<file path="src/rtl/execute_unit.sv">
// pine16 execute stage: latches one decoded micro-op per handshake and runs ALU moves or a MAR/MDR memory access.
// Optional {N,C,Z} flag output and logic are built only when EXEC_FLAGS_EN is defined.
module execute_unit #(
  parameter int DW   = 16,
  parameter int NREG = 16,
  parameter int AW   = 20,
  parameter int RW   = $clog2(NREG)
) (
  input  logic          clk,
  input  logic          rst_n,
  input  logic          rqx,
  output logic          byx,
  input  logic [15:0]   opout,
  input  logic [RW-1:0] regsrc,
  input  logic [RW-1:0] regdst,
  input  logic [3:0]    aluop,
  input  logic [DW-1:0] opimm,
  output logic          rqm,
  output logic          rwm,
  input  logic          akm,
  input  logic [DW-1:0] drm,
  output logic [DW-1:0] dwm,
  output logic [AW-1:0] adm
`ifdef EXEC_FLAGS_EN
  ,
  output logic [2:0]    flags
`endif
);

  // Handshake: the decoder holds rqx high with a valid micro-op; it is taken on the
  // first negedge with byx low, and byx stays high until the micro-op retires.
  typedef enum logic [1:0] {S_IDLE, S_EXEC, S_MREQ, S_NOP} state_e;

  localparam int MW = (AW < DW) ? AW : DW;

  state_e          state_q, state_d;
  logic [1:0]      sel_q, dst_q;
  logic            wen_q, rdir_q;
  logic [3:0]      aop_q;
  logic [RW-1:0]   rs_q, rd_q;
  logic [DW-1:0]   imm_q;
  logic [DW-1:0]   mar_q, mar_d, mdr_q, mdr_d;
  logic [DW-1:0]   regs_q [NREG];

  logic            accept;
  logic            reg_we;
  logic [RW-1:0]   reg_wa;
  logic [DW-1:0]   a_op, b_op, alu_r;
  logic            alu_c;
  logic [DW:0]     sum;

  always_comb begin
    case (sel_q)
      2'b00:   a_op = imm_q;
      2'b01:   a_op = mdr_q;
      2'b10:   a_op = regs_q[rs_q];
      default: a_op = regs_q[rd_q];
    endcase
  end

  assign b_op = regs_q[rd_q];

  always_comb begin
    alu_r = a_op;
    alu_c = 1'b0;
    sum   = '0;
    case (aop_q)
      4'd1: begin
        sum   = {1'b0, a_op} + {1'b0, b_op};
        alu_r = sum[DW-1:0];
        alu_c = sum[DW];
      end
      4'd2: begin
        // b - a as b + ~a + 1 so the carry out reads directly as "no borrow"
        sum   = {1'b0, b_op} + {1'b0, ~a_op} + {{DW{1'b0}}, 1'b1};
        alu_r = sum[DW-1:0];
        alu_c = sum[DW];
      end
      4'd3: alu_r = a_op & b_op;
      4'd4: alu_r = a_op | b_op;
      4'd5: alu_r = a_op ^ b_op;
      4'd6: alu_r = ~a_op;
      4'd7: begin
        alu_r = {a_op[DW-2:0], 1'b0};
        alu_c = a_op[DW-1];
      end
      4'd8: begin
        alu_r = {1'b0, a_op[DW-1:1]};
        alu_c = a_op[0];
      end
      default: alu_r = a_op;
    endcase
  end

  always_comb begin
    state_d = state_q;
    accept  = 1'b0;
    mar_d   = mar_q;
    mdr_d   = mdr_q;
    reg_we  = 1'b0;
    reg_wa  = rs_q;
    case (state_q)
      S_IDLE: begin
        if (rqx) begin
          accept = 1'b1;
          if (opout[15])                  state_d = S_EXEC;
          else if (opout[15:12] == 4'b0001) state_d = S_MREQ;
          else                            state_d = S_NOP;
        end
      end
      S_EXEC: begin
        if (wen_q) begin
          case (dst_q)
            2'b00:   mar_d = alu_r;
            2'b01:   mdr_d = alu_r;
            2'b10:   begin reg_we = 1'b1; reg_wa = rs_q; end
            default: begin reg_we = 1'b1; reg_wa = rd_q; end
          endcase
        end
        state_d = S_IDLE;
      end
      S_MREQ: begin
        if (akm) begin
          if (rdir_q) mdr_d = drm;
          state_d = S_IDLE;
        end
      end
      default: state_d = S_IDLE;
    endcase
  end

  always_ff @(negedge clk or negedge rst_n) begin
    if (!rst_n) begin
      state_q <= S_IDLE;
      mar_q   <= '0;
      mdr_q   <= '0;
    end else begin
      state_q <= state_d;
      mar_q   <= mar_d;
      mdr_q   <= mdr_d;
    end
  end

  // Only the micro-op fields the datapath needs are kept after accept.
  always_ff @(negedge clk or negedge rst_n) begin
    if (!rst_n) begin
      sel_q  <= '0;
      dst_q  <= '0;
      wen_q  <= 1'b0;
      rdir_q <= 1'b0;
      aop_q  <= '0;
      rs_q   <= '0;
      rd_q   <= '0;
      imm_q  <= '0;
    end else if (accept) begin
      sel_q  <= opout[13:12];
      dst_q  <= opout[6:5];
      wen_q  <= opout[14];
      rdir_q <= opout[11];
      aop_q  <= opout[11] ? opout[10:7] : aluop;
      rs_q   <= regsrc;
      rd_q   <= regdst;
      imm_q  <= opimm;
    end
  end

  always_ff @(negedge clk or negedge rst_n) begin
    if (!rst_n) begin
      for (int i = 0; i < NREG; i++) regs_q[i] <= '0;
    end else if (reg_we) begin
      regs_q[reg_wa] <= alu_r;
    end
  end

  assign byx = (state_q != S_IDLE);
  assign rqm = (state_q == S_MREQ);
  assign rwm = rqm & rdir_q;
  assign dwm = mdr_q;
  assign adm = AW'(mar_q[MW-1:0]);

`ifdef EXEC_FLAGS_EN
  logic [2:0] flags_q, flags_d;

  always_comb begin
    flags_d = flags_q;
    if (state_q == S_EXEC && wen_q) flags_d = {alu_r[DW-1], alu_c, (alu_r == '0)};
  end

  always_ff @(negedge clk or negedge rst_n) begin
    if (!rst_n) flags_q <= '0;
    else        flags_q <= flags_d;
  end

  assign flags = flags_q;

  logic unused_bits;
  assign unused_bits = ^opout[4:0];
`else
  logic unused_bits;
  assign unused_bits = ^{opout[4:0], alu_c};
`endif

endmodule
</file>
<file path="config.mk">
export PLATFORM = sky130hd
export DESIGN_NAME = execute_unit
export DESIGN_NICKNAME = d
export VERILOG_FILES = /design/src/rtl/execute_unit.sv
export SDC_FILE = /design/constraint.sdc
export NUM_CORES = 1
export LEC_CHECK = 0
export ABC_CLOCK_PERIOD_IN_PS = 12000
export CORE_UTILIZATION = 45
export DETAILED_ROUTE_END_ITERATION = 10
export SYNTH_ARGS = -nofsm -noshare
export SYNTH_HDL_FRONTEND = slang
export SYNTH_SLANG_ARGS = --single-unit
</file>
<file path="constraint.sdc">
create_clock -name clk -period 12 [get_ports clk]
set_clock_uncertainty 0.1 [all_clocks]
set_input_delay 2.4 -clock clk [delete_from_list [all_inputs] [get_ports clk]]
set_output_delay 2.4 -clock clk [all_outputs]
set_load 0.05 [all_outputs]
</file>
Word level (Yosys, flattened, before mapping). Cells that the tools add are included.

Flip-flop bits (word level): 324. Bits of input ports: 64.

Add/subtract/negate cells: 3. Magnitude comparators: 4. Equal/unequal tests: 20. Muxes and demuxes: 30. Bitwise operators: 8. Reduce and logical (&&, ||, !) cells: 11.

Operators by type and width (number): bitwise mux 256 bit (1); 2-to-1 mux 16 bit (9); binary-select mux 16 bit (select 4 bit) (2); case mux 16 bit (8 select lines) (1); demux 16 bit (select 4 bit) (1); case mux 16 bit (3 select lines) (1); adder 16 bit (2); case mux 16 bit (2 select lines) (1); adder 16 x 1 -> 16 bit, second input constant (1); AND 16 bit (1); == test 4 x 3 -> 1 bit, second input constant (4); 2-to-1 mux 4 bit (4); inverter 16 bit (1); bitwise OR 16 bit (1); XOR 16 bit (1); greater-or-equal comparator 5 bit, second input constant (3); inverter 4 -> 5 bit (3); == test 4 x 1 -> 1 bit, second input constant (2); == test 4 x 2 -> 1 bit, second input constant (2); == test 2 x 1 -> 1 bit, second input constant (3); == test 2 bit, second input constant (3); logical NOT 2 bit (3); 2-to-1 mux 1 bit (6); 2-to-1 mux 2 bit (3); 13 further kinds (17).

Depth between registers and ports, before layout. Gate-level depths: netlist of run 1.

Depth in word-level cells: 12. Depth in mapped cells: 23. Depth with buffers taken out: 18.

==> impl_metrics.yaml, run 1 <==
status:
  outcome: "finished clean"
route:
  routedWlPerCell_um: 25.3
  ant_nets: 0
  drc: 0
  viasPerCell: 6.06
  drt-initial-drc-count: 1373
  num_vias: 15972
  first_pass_iters: 5
  routed_wl_um: 66600
worst_setup_path:
  arrival_ns: 8.71
  cp_cell_sequence: "nand2b_1 -> inv_1 -> buf_4 -> clkdlybuf4s50_1"
  crit_type: "register to output pin"
  cpPeakStageDelay_ns: 0.85
  cp-end-kind: "output pin"
  crit_buf_inv: 3
  required_ns: 9.50
  rr_worst_depth: 16
  crit_slowest_cell: "clkdlybuf4s50_1"
  crit_family: "buffers and inverters"
  cp_num_cells: 4
  start_kind: "register"
  cp_max_fo: 22
synth:
  synth_top_area_cell: "dfrtn_1"
  yosysUniqueCellTypes: 94
  synth-seq-cells: 324
  synth_edf_count: 0
  syn-instance-count: 2006
  synth_area_per_cell_um2: 9.99
  synth.cell_area_um2: 20000
  yosysMostFrequentCell: "nand2_1"
  ys.flop_type: "dfrtn_1"
  ys_async_sr_fraction: 1.00
  yosysTopAreaCellShare: 0.404
  yosysWarnings: 0
  yosysSeqAreaShare: 0.404
  netlist_top_cells_area: "dfrtn_1 40%, mux4_2 8.9%, nand2_1 7.0%"
  synth_commonest_cells: "373 x nand2_1, 324 x dfrtn_1, 259 x o21ai_0"
clock_network:
  clock_sinks: 324
  cts.repair.resized: 0
  post-cts-setup-buffer-count: 0
  clockRootBuffer: "clkbuf_16"
  cts_tree: "yes"
  clockBufferDepth: 3
  cts.clk_slew.worst_paths_ns: 0.05
  ctsHoldBuffers: 0
  htreeDepth: 2
  cts_buffers: 38
  clk_latency_ns: 0.57
sta:
  setup-tns-final_ns: 0
  whs_ns: 0.330
  slew_headroom: 0.149
  worst_slew_pin_slew_ns: 1.26
  slew_violations: 0
  setup_viol: 0
  rsz0062_at_grt: "no"
  timing_hold_violations_final: 0
die:
  die_area_um2: 45400
  initial_utilization: 0.460
  dieWidth_um: 213
  rows: 76
  num_io_pins: 103
  core_um2: 43600
  die_y_um: 213
global_routing:
  grt_overflow: 0
  grt_max_degree: 126
  grt_antenna_before_repair: 1
  grt_pass1_wl_um: 101000
  grt_use_total: 0.303
  grt_pass1_vias: 15785
finish:
  nNetsFinal: 2139
  syn_to_final_growth_pct: 11.9
  layout-drive-gt1-share: 0.147
  fillers: 4078
placement:
  hpwlAfterDp_um: 45400
  place.gp.congestion: 0.991
  port_buffers: 93
power:
  p_per_area_nw_per_um2: 256
  ir_worst_vdd_mv: 0.143
  power_leakage_nw: 9.64
min_path:
  whs_path_depth: 2
  hold_path_class: "register to register"
job:
  drv_cap: 0
stage by stage:
stage               setup slack [ns]  utilization  instances  instance area [um2]  total power, W
floorplan                       2.12            -       2009                20100         0.00371
global placement                1.42        0.487       2570                21200         0.00451
detailed placement              1.41        0.487       2570                21200         0.00455
CTS                            0.815        0.515       2632                22400         0.00572
global route                   0.743        0.515       2633                22400         0.00606
finish                         0.791        0.515       2634                22400         0.00574
layer usage:
metal  vias to the layer above  GRT usage  wire (um)
met2                       570      0.486      31100
li1                       7315          -          -
met5                         -          0          0
met4                         0      0.141       3110
met1                      7929      0.402      28400
met3                       158     0.0471       3990
state kept, by name, indices dropped and copies added (netlist names), 2 cells and up:
register and count:
regs_q 256, dwm 16, imm_q 16, mar_q 16, aop_q 4, rd_q 4, rs_q 4, dst_q 2
sel_q 2, state_q 2
worst register-to-register path: stages (launching register included):
cell      delay (ns)
dfrtn_1         1.07
buf_4           0.82
mux4_2          0.64
a31oi_1         0.18
o21ai_0         0.20
o22ai_1         0.50
inv_1           0.19
ha_1            0.52
nor4_1          0.14
o21ai_0         0.10
o21ai_0         0.23
o41ai_1         1.07
o221ai_1        0.26
xor2_1          0.20
o221ai_1        0.21
o21ai_2         0.72
o21ai_0         0.20
report_power, final:
part	internal (W)	leakage (nW)	total [W]	switching, W
clock network	0.000679	0.588	0.00115	0.000468
registers	0.00148	4.33	0.00178	0.000293
logic	0.00103	4.72	0.00282	0.00178
final cells by class:
class	count	area, um2	share of cell area
clock buffers	56	1110	0.0495
inverters	52	195	0.00870
clock inverters	6	91.3	0.00407
diodes	2	5.00	0.000223
well taps	585	732	0.0326
repair buffers	136	1300	0.0578
flip-flops and latches	324	8110	0.361
multi-input cells	1473	10900	0.486
worst paths after layout:
path / start / slack (ns) / endpoint
max reg2reg: rs_q[0]$_DFFE_NN0P_ / 4.47 / regs_q[239]$_DFFE_NN0P_
max: state_q[0]$_DFFE_NN0P_ / 0.79 / rqm
min in group asynchronous: rst_n / 7.73 / regs_q[162]$_DFFE_NN0P_
min: mar_q[10]$_DFFE_NN0P_ / 0.33 / mar_q[10]$_DFFE_NN0P_
min reg2reg: mar_q[10]$_DFFE_NN0P_ / 0.33 / mar_q[10]$_DFFE_NN0P_
max in group asynchronous: rst_n / 3.04 / regs_q[29]$_DFFE_NN0P_
cells by family after synthesis:
logic type	after synthesis	share of synthesized area
flops	324	0.404
buf+inv	212	0.0544
simple gates	587	0.125
fa+ha+maj	50	0.0320
other cells	1	0.000187
xor+xnor	10	0.00437
mux	234	0.188
compound gates	588	0.192
cell usage in the layout, fill, tap and decap left out, types with 22 or more instances in the layout:
master	Yosys	layout
mux4_2	79	79
clkbuf_16	0	39
o21ai_1	30	30
mux2_2	36	36
inv_1	44	44
nor2_1	83	82
o21ai_2	30	30
a22oi_1	22	22
clkdlybuf4s50_1	0	92
nand3_1	28	28
buf_4	9	40
a21oi_1	81	81
dfrtn_1	324	324
nand2_1	373	368
mux2i_1	94	94
ha_1	48	48
o21ai_0	259	259
mux4_1	24	24
Power figures use the tool's default switching activity.
==> run 2, diff against run 1 <==
--- a/config.mk
+++ b/config.mk
@@ -6,8 +6,11 @@
 export NUM_CORES = 1
 export LEC_CHECK = 0
 export ABC_CLOCK_PERIOD_IN_PS = 12000
+export CAP_MARGIN = 15
 export CORE_UTILIZATION = 45
 export DETAILED_ROUTE_END_ITERATION = 10
+export RECOVER_POWER = 25
+export SLEW_MARGIN = 20
 export SYNTH_ARGS = -nofsm -noshare
 export SYNTH_HDL_FRONTEND = slang
 export SYNTH_SLANG_ARGS = --single-unit
==> run 2 against run 1 <==
Compared with the run above: the flow now finishes with violations (max-capacitance violations, max-slew violations); die area stayed put; core utilization is 0.41 points lower; hold slack gained 0.0042 ns; non-clock buffer count stayed put; sequential share of layout area is 0.29 points higher; setup slack better by 0.041 ns; sequential power about the same; critical path type unchanged; critical endpoint unchanged; critical path depth did not move.
==> impl_metrics.yaml, run 2 (synthesized netlist as in run 1, its figures left out) <==
status:
  outcome: "complete, but fails checks"
  violations: "max-capacitance violations, max-slew violations"
die:
  core_um2: 43600
  num_io_pins: 103
  die_y_um: 213
  die_area_um2: 45400
  initial_utilization: 0.460
  rows: 76
  dieWidth_um: 213
route:
  ant_nets: 0
  routed_wl_um: 66800
  routedWlPerCell_um: 25.3
  drt-initial-drc-count: 1326
  num_vias: 16084
  drc: 0
  viasPerCell: 6.10
  first_pass_iters: 7
sta:
  setup_viol: 0
  timing_hold_violations_final: 0
  slew_headroom: -1.37
  worst_slew_pin_slew_ns: 3.55
  worst_slack_ns: 0.832
  setup-tns-final_ns: 0
  rsz0062_at_grt: "no"
  whs_ns: 0.334
  slew_violations: 143
clock_network:
  clockRootBuffer: "clkbuf_16"
  cts.clk_slew.worst_paths_ns: 0.04
  cts_buffers: 38
  ctsHoldBuffers: 0
  clk_latency_ns: 0.57
  clockBufferDepth: 3
  htreeDepth: 2
  clock_sinks: 324
  cts.repair.resized: 0
  post-cts-setup-buffer-count: 0
  cts_tree: "yes"
worst_setup_path:
  cp-end-kind: "output pin"
  crit_type: "register to output pin"
  start_kind: "register"
  required_ns: 9.50
  cp_max_fo: 22
  arrival_ns: 8.67
global_routing:
  grt_pass1_wl_um: 100000
  grt_overflow: 0
  grt_pass1_vias: 15682
  grt_max_degree: 126
  grt_use_total: 0.301
  grt_antenna_before_repair: 2
finish:
  layout-drive-gt1-share: 0.132
  finalNonFillerCells: 2638
  largest_register: "regs_q"
  final_common_cell: "nand2_1"
  syn_to_final_growth_pct: 11.0
  nNetsFinal: 2139
  largest_reg_flops: 256
  layout_common_cells: "368 x nand2_1, 324 x dfrtn_1, 303 x o21ai_0"
  final_core_util: 0.511
power:
  p_per_area_nw_per_um2: 255
  power_leakage_nw: 9.56
  ir_worst_vdd_mv: 0.107
placement:
  place.gp.congestion: 0.991
  hpwlAfterDp_um: 45400
  dpl.cell_count: 2570
  preCtsSetupSlack_ns: 1.41
  port_buffers: 93
min_path:
  hold_path_class: "register to register"
job:
  drv_cap: 7
[run 2: cell types whose count changed in the layout (fill, tap and decap cells not counted), moves of 3 or more]
cell | previous run | this run
o21ai_2 | 30 | 7
buf_4 | 40 | 35
o21ai_1 | 30 | 9
clkinv_2 | 1 | 5
o22ai_1 | 9 | 12
o21ai_0 | 259 | 303
clkbuf_1 | 10 | 15
[run 2: final cells by class]
cell class,instances,area [um2]
clock buffer,56,1110
tap,585,732
antenna,1,2.50
timing repair buffer,136,1280
fill,4119,21300
clock inverter,11,96.3
multi-input combinational,1473,10700
sequential,324,8110
inverter,52,195
[run 2: metal layers]
metal | track usage | share of wire | up-vias
met2 | 0.490 | 0.47 | 608
met5 | 0 | 0 | -
met3 | 0.0468 | 0.068 | 144
met1 | 0.397 | 0.42 | 8022
li1 | - | - | 7310
met4 | 0.133 | 0.046 | 0
[run 2: through the flow]
step,area [um2],total power [W]
finish,22300,0.00567
global route,22300,0.00599
CTS,22400,0.00572
detailed placement,21200,0.00456
global placement,21200,0.00451
floorplan,20100,0.00371
[run 2: critical path, cell delays in order, from the launching register on]
cell	delay (ns)
dfrtn_1	0.36
nand2b_1	0.40
inv_1	0.19
buf_4	0.29
clkdlybuf4s50_1	0.85
[run 2: power by group]
part | switching [W] | internal, W
Sequential | 0.000293 | 0.00148
Combinational | 0.00175 | 0.00101
Clock | 0.000480 | 0.000663
Total | 0.00252 | 0.00315
[run 2: path summary, 6_finish.rpt]
check	startpoint	to	slack (ns)	cells past startpoint
hold / removal	mar_q[7]$_DFFE_NN0P_	mar_q[7]$_DFFE_NN0P_	0.33	2
setup reg to reg	rs_q[0]$_DFFE_NN0P_	regs_q[104]$_DFFE_NN0P_	1.89	15
min in group asynchronous	rst_n	regs_q[162]$_DFFE_NN0P_	7.72	1
hold reg to reg	mar_q[7]$_DFFE_NN0P_	mar_q[7]$_DFFE_NN0P_	0.33	2
max in group asynchronous	rst_n	regs_q[29]$_DFFE_NN0P_	3.01	2
setup / recovery	state_q[0]$_DFFE_NN0P_	rqm	0.83	4
